--- config.mk ---
export PLATFORM = sky130hd
export DESIGN_NAME = spi_adc_ctrl
export DESIGN_NICKNAME = d
export VERILOG_FILES = /design/src/rtl/spi_adc_ctrl.sv
export SDC_FILE = /design/constraint.sdc
export NUM_CORES = 1
export LEC_CHECK = 0
export CORE_UTILIZATION = 61
export DETAILED_ROUTE_END_ITERATION = 8
export HOLD_SLACK_MARGIN = 0.02
export PLACE_DENSITY = 0.94
export SLEW_MARGIN = 20
export SYNTH_ARGS = -nofsm -noshare
export SYNTH_HDL_FRONTEND = slang
export SYNTH_SLANG_ARGS = --single-unit
--- constraint.sdc ---
create_clock -name mips_clk -period 3.45 [get_ports mips_clk]
set_input_delay 0.8625 -clock mips_clk [delete_from_list [all_inputs] [get_ports mips_clk]]
set_output_delay 0.8625 -clock mips_clk [all_outputs]
set_load 0.03 [all_outputs]
--- src/rtl/spi_adc_ctrl.sv ---
// SPI master reading 16-bit ADC frames; CPU one-shot and periodic auto requests share the port.
// Latency: grant to first HOLD cycle = CS_SETUP + 2*CLK_DIV*FRAME_BITS; no backpressure, requests collapse.
// Optional SPI_ADC_AVG_EN: sample_o becomes a 4-tap moving average of the extracted field.
module spi_adc_ctrl #(
  parameter int CLK_DIV    = 4,
  parameter int FRAME_BITS = 16,
  parameter int DATA_MSB   = 12,
  parameter int DATA_LSB   = 5,
  parameter int CS_SETUP   = 2,
  parameter int CS_HOLD    = 2,
  parameter int PERIOD     = 1000
) (
  input  logic                  mips_clk,
  input  logic                  mips_rst,
  input  logic                  cpu_req_i,
  input  logic                  auto_en_i,
  output logic                  busy_o,
  output logic                  cpu_done_o,
  output logic                  sample_valid_o,
  output logic [7:0]            sample_o,
  output logic [FRAME_BITS-1:0] frame_o,
  input  logic                  sdo_i,
  output logic                  sck_o,
  output logic                  cs_o
);

  localparam int SW     = DATA_MSB - DATA_LSB + 1;
  localparam int CNT_W  = 16;
  localparam int HALF_W = $clog2(2 * FRAME_BITS);
  localparam int TMR_W  = $clog2(PERIOD + 1);

  typedef enum logic [1:0] {
    S_IDLE,
    S_SETUP,
    S_SHIFT,
    S_HOLD
  } state_t;

  state_t                r_state;
  state_t                w_state_nxt;
  logic [CNT_W-1:0]      r_cnt;
  logic [CNT_W-1:0]      w_cnt_nxt;
  logic [HALF_W-1:0]     r_half;
  logic [HALF_W-1:0]     w_half_nxt;
  logic                  r_cs;
  logic                  r_sck;
  logic                  w_cs_nxt;
  logic                  w_sck_nxt;
  logic                  w_grant;
  logic                  w_shift_en;
  logic                  w_frame_done;

  logic                  r_cpu_pend;
  logic                  r_auto_pend;
  logic                  r_owner_cpu;
  logic [TMR_W-1:0]      r_timer;
  logic                  w_tick;

  logic [FRAME_BITS-1:0] r_shift;
  logic [FRAME_BITS-1:0] r_frame;
  logic [SW-1:0]         r_sample;
  logic [SW-1:0]         w_raw;
  logic                  r_valid;
  logic                  r_done;

  always_ff @(posedge mips_clk or negedge mips_rst) begin
    if (!mips_rst) begin
      r_state <= S_IDLE;
      r_cnt   <= '0;
      r_half  <= '0;
      r_cs    <= 1'b1;
      r_sck   <= 1'b1;
    end else begin
      r_state <= w_state_nxt;
      r_cnt   <= w_cnt_nxt;
      r_half  <= w_half_nxt;
      r_cs    <= w_cs_nxt;
      r_sck   <= w_sck_nxt;
    end
  end

  // SHIFT spends 2*FRAME_BITS half-periods; the final half is high, so the
  // last rise (capturing bit 0) lands one half-period before HOLD.
  always_comb begin
    w_state_nxt  = r_state;
    w_cnt_nxt    = r_cnt + CNT_W'(1);
    w_half_nxt   = r_half;
    w_cs_nxt     = r_cs;
    w_sck_nxt    = r_sck;
    w_grant      = 1'b0;
    w_shift_en   = 1'b0;
    w_frame_done = 1'b0;
    case (r_state)
      S_IDLE: begin
        w_cnt_nxt = '0;
        w_cs_nxt  = 1'b1;
        w_sck_nxt = 1'b1;
        if (r_cpu_pend || r_auto_pend) begin
          w_grant     = 1'b1;
          w_state_nxt = S_SETUP;
          w_cs_nxt    = 1'b0;
        end
      end
      S_SETUP: begin
        if (r_cnt == CNT_W'(CS_SETUP - 1)) begin
          w_state_nxt = S_SHIFT;
          w_cnt_nxt   = '0;
          w_half_nxt  = '0;
          w_sck_nxt   = 1'b0;
        end
      end
      S_SHIFT: begin
        if (r_cnt == CNT_W'(CLK_DIV - 1)) begin
          w_cnt_nxt  = '0;
          w_half_nxt = r_half + HALF_W'(1);
          if (r_half == HALF_W'(2 * FRAME_BITS - 1)) begin
            w_state_nxt  = S_HOLD;
            w_cs_nxt     = 1'b1;
            w_frame_done = 1'b1;
          end else begin
            w_sck_nxt  = ~r_sck;
            w_shift_en = ~r_sck;
          end
        end
      end
      S_HOLD: begin
        w_cs_nxt  = 1'b1;
        w_sck_nxt = 1'b1;
        if (r_cnt == CNT_W'(CS_HOLD - 1)) begin
          w_state_nxt = S_IDLE;
          w_cnt_nxt   = '0;
        end
      end
      default: begin
        w_state_nxt = S_IDLE;
        w_cnt_nxt   = '0;
      end
    endcase
  end

  assign w_tick = auto_en_i && (r_timer == TMR_W'(PERIOD - 1));

  always_ff @(posedge mips_clk or negedge mips_rst) begin
    if (!mips_rst) begin
      r_timer <= '0;
    end else if (!auto_en_i || w_tick) begin
      r_timer <= '0;
    end else begin
      r_timer <= r_timer + TMR_W'(1);
    end
  end

  // A new request wins over a grant clearing the same flag.
  always_ff @(posedge mips_clk or negedge mips_rst) begin
    if (!mips_rst) begin
      r_cpu_pend  <= 1'b0;
      r_auto_pend <= 1'b0;
      r_owner_cpu <= 1'b0;
    end else begin
      if (cpu_req_i) begin
        r_cpu_pend <= 1'b1;
      end else if (w_grant && r_cpu_pend) begin
        r_cpu_pend <= 1'b0;
      end
      if (w_tick) begin
        r_auto_pend <= 1'b1;
      end else if (!auto_en_i) begin
        r_auto_pend <= 1'b0;
      end else if (w_grant && !r_cpu_pend) begin
        r_auto_pend <= 1'b0;
      end
      if (w_grant) begin
        r_owner_cpu <= r_cpu_pend;
      end
    end
  end

  assign w_raw = r_shift[DATA_MSB:DATA_LSB];

  always_ff @(posedge mips_clk or negedge mips_rst) begin
    if (!mips_rst) begin
      r_shift <= '0;
      r_frame <= '0;
      r_valid <= 1'b0;
      r_done  <= 1'b0;
    end else begin
      if (w_shift_en) begin
        r_shift <= {r_shift[FRAME_BITS-2:0], sdo_i};
      end
      if (w_frame_done) begin
        r_frame <= r_shift;
      end
      r_valid <= w_frame_done;
      r_done  <= w_frame_done && r_owner_cpu;
    end
  end

`ifdef SPI_ADC_AVG_EN
  logic [SW-1:0] r_win [4];
  logic [1:0]    r_wptr;
  logic [SW+1:0] r_sum;
  logic [SW+1:0] w_sum_nxt;

  // The oldest entry is always part of the sum, so the subtraction never wraps.
  assign w_sum_nxt = r_sum + {2'b00, w_raw} - {2'b00, r_win[r_wptr]};

  always_ff @(posedge mips_clk or negedge mips_rst) begin
    if (!mips_rst) begin
      for (int i = 0; i < 4; i++) r_win[i] <= '0;
      r_wptr   <= '0;
      r_sum    <= '0;
      r_sample <= '0;
    end else if (w_frame_done) begin
      r_win[r_wptr] <= w_raw;
      r_wptr        <= r_wptr + 2'd1;
      r_sum         <= w_sum_nxt;
      r_sample      <= w_sum_nxt[SW+1:2];
    end
  end
`else
  always_ff @(posedge mips_clk or negedge mips_rst) begin
    if (!mips_rst) begin
      r_sample <= '0;
    end else if (w_frame_done) begin
      r_sample <= w_raw;
    end
  end
`endif

  assign busy_o         = (r_state != S_IDLE);
  assign cpu_done_o     = r_done;
  assign sample_valid_o = r_valid;
  assign sample_o       = r_sample;
  assign frame_o        = r_frame;
  assign sck_o          = r_sck;
  assign cs_o           = r_cs;

endmodule

==> results of run 1 <==
==> cell usage after synthesis (2+ instances only) <==
cell     count  area (sq um)
a22o_1       3          26.3
nor3_1       3          15.0
nor4_4       3          63.8
nor3b_1      4          30.0
dfstp_2      2          52.6
nor2_1      30           113
mux2_2      22           248
nor4_1       2          12.5
mux2_4      10           150
nand4_1      6          37.5
ha_1        11           138
dfrtp_1     70          1750
and2_1       5          31.3
and3_1       6          37.5
nand3_1      8          40.0
a21o_1       4          30.0
o21a_1       4          30.0
or4_1        3          22.5
o21ai_0      5          25.0
xnor2_1      9          78.8
a21oi_1      5          25.0
nand2_1     13          48.8
buf_4       10          75.1
inv_1       10          37.5
xor2_1      13           114
==> stage by stage <==
stage	area, sq um	utilization	power (mW)	hold WS [ns]	setup WS, ns
after floorplan	3410	-	1.41	0.425	1.47
after global placement	3750	0.716	1.54	0.448	1.08
after detailed placement	3750	0.716	1.56	0.454	1.03
after CTS	3950	0.754	2.22	0.465	0.653
after global routing	3950	0.754	2.31	0.477	0.576
final	3950	0.754	2.20	0.463	0.652
==> metal layers <==
metal  GRT usage  vias to the layer above  part of all wire
li1            -                     1032                 -
met1       0.299                     1107              0.42
met2       0.400                       43              0.53
met3      0.0440                        7             0.036
met4      0.0904                        0             0.013
met5           0                        -                 0
==> critical path, stage by stage (launching register included) <==
cell and delay (ns):
dfrtp_1 0.43, inv_1 0.10, ha_1 0.28, inv_1 0.11
clkdlybuf4s50_1 0.67
==> registers in the layout, indices dropped and copies added, names as in the netlist <==
name	count
sck_o	1
r_timer	10
r_auto_pend	1
r_owner_cpu	1
r_shift	16
r_cpu_pend	1
r_state	2
cpu_done_o	1
cs_o	1
frame_o	16
sample_valid_o	1
r_cnt	16
r_half	5
==> how the worst max path moves through the flow <==
| stage | from | to | slack (ns) | cells after the start |
|---|---|---|---|---|
| floorplan | r_cnt[0]$_DFF_PN0_ | r_state[1]$_DFFE_PN0P_ | 1.47 | 6 |
| global placement | r_state[0]$_DFFE_PN0P_ | busy_o | 1.08 | 4 |
| detailed placement | r_state[0]$_DFFE_PN0P_ | busy_o | 1.03 | 4 |
| CTS | r_state[0]$_DFFE_PN0P_ | busy_o | 0.65 | 4 |
| global route | r_state[0]$_DFFE_PN0P_ | busy_o | 0.58 | 4 |
| finish | r_state[0]$_DFFE_PN0P_ | busy_o | 0.65 | 4 |
==> kinds of logic after synthesis <==
logic type / synth area share
flops: 0.528
simple gates: 0.152
mux: 0.120
fa+ha+maj: 0.0403
compound gates: 0.0641
buf+inv: 0.0388
xor+xnor: 0.0564
==> power groups by stage <==
stage                     sequential, mW  clock, mW  combinational [mW]
final                              0.979      0.656               0.569
after global routing               0.990      0.701               0.623
after CTS                          0.980      0.663               0.571
after detailed placement           0.995          0               0.567
after global placement             0.988          0               0.547
after floorplan                     1.00          0               0.406
==> cell type report <==
class	instances	area [sq um]	area share
Timing Repair Buffer	34	345	0.0875
Multi-Input combinational cell	185	1480	0.374
Tap cell	70	87.6	0.0222
Sequential cell	72	1800	0.457
Clock inverter	6	67.6	0.0171
Clock buffer	10	128	0.0323
Inverter	10	37.5	0.00951
==> results.md, run 1 <==
* Status: complete, no violations
* Placed cells at 371
* Startpoint Class: flip-flop
* Mapped Nets at 296
* Setup violations, final at 0
* Cell leakage power at 1.83 nW
* Max Slew Vio Count at 0
* Worst-Skew Late Latency at 0.34 ns
* Number of top-level pins at 34
* Number of diodes at 0
* Setup Skew at 0.00681 ns
* First-pass GRT wire length at 10.7 mm
* Reg2Reg Depth at 6
* Commonest non-fill, non-tap cell in the layout: dfrtp_1
* CTS Hold Bufs at 0
* Largest net degree at the start of global routing at 44
* Min-Delay Startpoint: r_timer[0]$_DFF_PN0_
* Clock Sinks at 72
* Final GP Congestion at 0.782
* H-tree Lvls at 3
* Post-route ant nets at 0
* Synth Instances at 280
* Worst slew pin tran at 0.679 ns
* Fmax at 0.357 GHz
* Post-synthesis cell area at 0.00341 sq mm
* Core area at 0.00524 sq mm
* Die area at 0.00590 sq mm
* Synth Flop Type: dfrtp_1
* DR vias/cell at 5.66
* DRT iter0 DRCs at 118
* Post-synth cell types at 44
* Nets@finish at 328
* Total CTS buffers at 9
* Die Span Y at 76.8 um
* Worst endpoint required time at 2.59 ns
* Overall routing resource usage at 0.235
* Seq/Total Area, Yosys at 0.528
* Clock Tree Buf Depth at 2
* Crit path DAT at 1.94 ns
* Seq pwr share at 0.444
* Initial Util at 0.652
* Max FO, Critical Path at 5
* Layout area overhead at 15.6%
* DRT Pass-1 Iters at 4
* Commonest non-fill, non-tap cells in the layout: dfrtp_1 (70), clkdlybuf4s50_1 (32), nor2_1 (30), mux2_2 (22)
* Crit Path Class: flip-flop to output port
* Avg Synthesized Cell Area at 12.2 sq um
* Buffers on Ports at 33
* PwrDens at 558 mW/mm^2
* Fill count at 346
* Peak supply drop at 720 uV
* Routed WL at 6.17 mm
* Vias in the first global route at 2,269
* Switch share at 0.328
* Rows at 26
* Post-synth EDFFs at 0
* Fraction of layout cells with a size suffix above 1 at 0.196
* RSZ-0062 raised after global routing: false
* Asr flop ratio synth at 1.00
* Layout Cells excl Fill at 387
* Worst r2r src: r_cnt[0]$_DFF_PN0_
* Buffer count from post-CTS setup fixing at 0
* Max_slew headroom at 0.547
* Warnings from Yosys at 0
* Setup TNS at 0 ns
* DR DRC count at 0
* RR Endpoint: r_cnt[3]$_DFF_PN0_
* Antenna violations before repair at 0
* Chip Width at 76.8 um
* Routed length per placed instance at 15.9 um
* CTS root buf: clkbuf_8
* Final worst-path cycle share at 0.811
* Hold Fails Final Rpt at 0
* Resized Gates After CTS at 0
* CTS tree: done
* Post-DP HPWL at 4.34 mm
* Max_cap viols at 0
* Psw at 723 uW
* Hold-critical path depth at 1
* Gr ovfl total at 0
* Gate power share at 0.258
* Vias post-DR at 2,189
* Clock transition at path regs at 0.08 ns
* WHS Endpoint: r_timer[0]$_DFF_PN0_
* Clock network power share at 0.298
* Crit path capture type: output port
* Internal power at 1.48 mW
* #FFs+latches synth at 72
* Hold crit path type: flip-flop to flip-flop
* Min cycle time layout at 2.80 ns
* Worst R2R Setup Slack at 1.08 ns
Note: power is estimated with default switching activity, not from simulation.
==> run 2: changes to the inputs <==
--- a/config.mk
+++ b/config.mk
@@ -5,10 +5,10 @@
 export SDC_FILE = /design/constraint.sdc
 export NUM_CORES = 1
 export LEC_CHECK = 0
-export CORE_UTILIZATION = 61
+export CORE_UTILIZATION = 57
 export DETAILED_ROUTE_END_ITERATION = 8
 export HOLD_SLACK_MARGIN = 0.02
-export PLACE_DENSITY = 0.94
+export PLACE_DENSITY = 0.89
 export SLEW_MARGIN = 20
 export SYNTH_ARGS = -nofsm -noshare
 export SYNTH_HDL_FRONTEND = slang
==> constraint.sdc (replaced) <==
create_clock -name mips_clk -period 2.7 [get_ports mips_clk]
set_input_delay 0.675 -clock mips_clk [delete_from_list [all_inputs] [get_ports mips_clk]]
set_output_delay 0.675 -clock mips_clk [all_outputs]
set_load 0.03 [all_outputs]
==> run 2 against run 1 <==
Against the previous run:
- register-to-register slack got worse by 0.70 ns
- first-iteration DRC count decreased by 4.2%
- combinational power increased by 33%
- via count decreased by 0.87%
- critical path depth increased by 2
- wire length decreased by 3.9%
- power increased by 39%
- final cell count increased by 1.3%
- worst hold slack got worse by 0.063 ns
- clock-buffer cell count unchanged
- critical path type is now flip-flop to flip-flop
- largest power group unchanged
==> results.md, run 2 (synthesized netlist as in run 1, its figures left out) <==
* Worst-Skew Late Latency at 0.35 ns
* Post-route ant nets at 0
* Layout Cells excl Fill at 392
* Crit path to: r_state[1]$_DFFE_PN0P_
* Number of top-level pins at 34
* Crit path max-delay cell type: dfrtp_1
* Seq. cell area at 0.00180 sq mm
* Routed WL at 5.93 mm
* Fill count at 396
* Crit path capture type: flip-flop
* Worst r2r src: r_cnt[0]$_DFF_PN0_
* Routing usage on met3 at 0.0434
* Number of diodes at 0
* GR Util met2 at 0.323
* Fraction of layout cells with a size suffix above 1 at 0.206
* Fmax at 0.432 GHz
* CP Cell Sequence: ha_1 -> nor3b_1 -> nand4_4 -> o21a_1 -> a211oi_2 -> mux2_1
* Chip Width at 79.4 um
* Max FO, Critical Path at 16
* Final worst-path cycle share at 0.858
* PwrDens at 762 mW/mm^2
* Overall routing resource usage at 0.209
* Initial Util at 0.605
* Gr ovfl total at 0
* Clock transition at path regs at 0.08 ns
* Buffers on Ports at 33
* Crit Path Class: flip-flop to flip-flop
* Hold WS at 0.399 ns
* Min cycle time layout at 2.32 ns
* CP max stage delay at 0.41 ns
* Rows at 27
* Worst R2R Setup Slack at 0.38 ns
* Nets@finish at 331
* Top cell family by delay on the critical path: simple AND/OR/NAND/NOR gates
* CTS tree: done
* Largest net degree at the start of global routing at 38
* Cell leakage power at 1.87 nW
* Setup Skew at 0.00699 ns
* Final GP Congestion at 0.805
* GRT busiest layer: met2
* Vias in the first global route at 2,080
* Max_slew headroom at 0.487
* DR vias/cell at 5.54
* Clock Sinks at 72
* Critical Path Start: r_cnt[0]$_DFF_PN0_
* Layout area overhead at 17.7%
* Area occupied by multi-input gates at 0.00148 sq mm
* Antenna violations before repair at 0
* CTS root buf: clkbuf_8
* Worst slew pin tran at 0.769 ns
* Commonest non-fill, non-tap cells in the layout: dfrtp_1 (70), clkdlybuf4s50_1 (31), nor2_1 (30), mux2_2 (22)
* CTS Hold Bufs at 0
* Number of stages on the worst setup path at 6
* Post-DP HPWL at 4.16 mm
* Setup violations, final at 0
* H-tree Lvls at 3
* Setup TNS at 0 ns
* RR Endpoint: r_state[1]$_DFFE_PN0P_
* Reg2Reg Depth at 6
* RSZ-0062 raised after global routing: false
* Peak supply drop at 801 uV
* Placed cells at 376
* Routed length per placed instance at 15.1 um
* Die Span Y at 79.4 um
* First-pass GRT wire length at 9.82 mm
* Core area at 0.00564 sq mm
* Crit path DAT at 2.55 ns
* DRT iter0 DRCs at 113
* Total CTS buffers at 9
* Clock Tree Buf Depth at 2
* Hold Fails Final Rpt at 0
* Buf/Inv on CP at 0
* Commonest non-fill, non-tap cell in the layout: dfrtp_1
* Met1 GRT Util at 0.279
* Vias post-DR at 2,170
* Max Slew Vio Count at 0
* Worst endpoint required time at 2.93 ns
* Startpoint Class: flip-flop
* Fin area at 0.00402 sq mm
* Max_cap viols at 0
* Hold crit path type: input port to asynchronous set/reset pin
* Status: complete, no violations
* DRT Pass-1 Iters at 4
* Die area at 0.00630 sq mm
* DR DRC count at 0
* Area after DPL at 0.00376 sq mm
run 2: worst min path at each step:
stage | startpoint | endpoint | cells after the start
floorplan | mips_rst | cpu_done_o$_DFF_PN0_ | 0
global placement | r_timer[0]$_DFF_PN0_ | r_timer[0]$_DFF_PN0_ | 1
detailed placement | r_timer[0]$_DFF_PN0_ | r_timer[0]$_DFF_PN0_ | 1
CTS | mips_rst | frame_o[3]$_DFFE_PN0P_ | 1
global route | mips_rst | r_shift[0]$_DFFE_PN0P_ | 1
finish | mips_rst | r_shift[0]$_DFFE_PN0P_ | 1
run 2: stage by stage:
step	util	setup slack [ns]	power, mW
floorplan	-	0.718	1.80
detailed placement	0.667	0.376	2.02
finish	0.713	0.383	3.06
CTS	0.712	0.0478	3.09
global placement	0.667	0.488	1.98
global route	0.713	0.185	3.20
run 2: layout make-up:
cell class / count / area share
sequential: 72 / 0.449
multi-input combinational: 185 / 0.368
timing repair buffer: 37 / 0.0890
clock buffer: 10 / 0.0342
clock inverter: 6 / 0.0286
tap: 72 / 0.0224
inverter: 10 / 0.00934
run 2: what timing repair did:
item | CTS | global route
buffers inserted | 0 | 0
setup endpoints to repair | 0 | 1
resized for setup | 0 | 1
run 2: report_power, final:
group	internal, mW	switching, mW	leakage [nW]
clock	0.643	0.413	0.123
sequential	1.17	0.0794	0.979
combinational	0.305	0.451	0.769
run 2: routing by layer:
metal,share of wire,up-vias,wire length (um)
li1,-,1037,-
met1,0.46,1075,2740
met2,0.49,51,2910
met3,0.031,7,184
met4,0.017,0,98
met5,0,-,0
==> run 3: changes to the inputs <==
--- a/config.mk
+++ b/config.mk
@@ -6,7 +6,9 @@
 export NUM_CORES = 1
 export LEC_CHECK = 0
 export CORE_UTILIZATION = 57
+export CTS_CLUSTER_SIZE = 28
 export DETAILED_ROUTE_END_ITERATION = 8
+export GPL_ROUTABILITY_DRIVEN = 0
 export HOLD_SLACK_MARGIN = 0.02
 export PLACE_DENSITY = 0.89
 export SLEW_MARGIN = 20
==> results of run 3 <==
Final layout, timing and power as in run 2 (identical DEF).
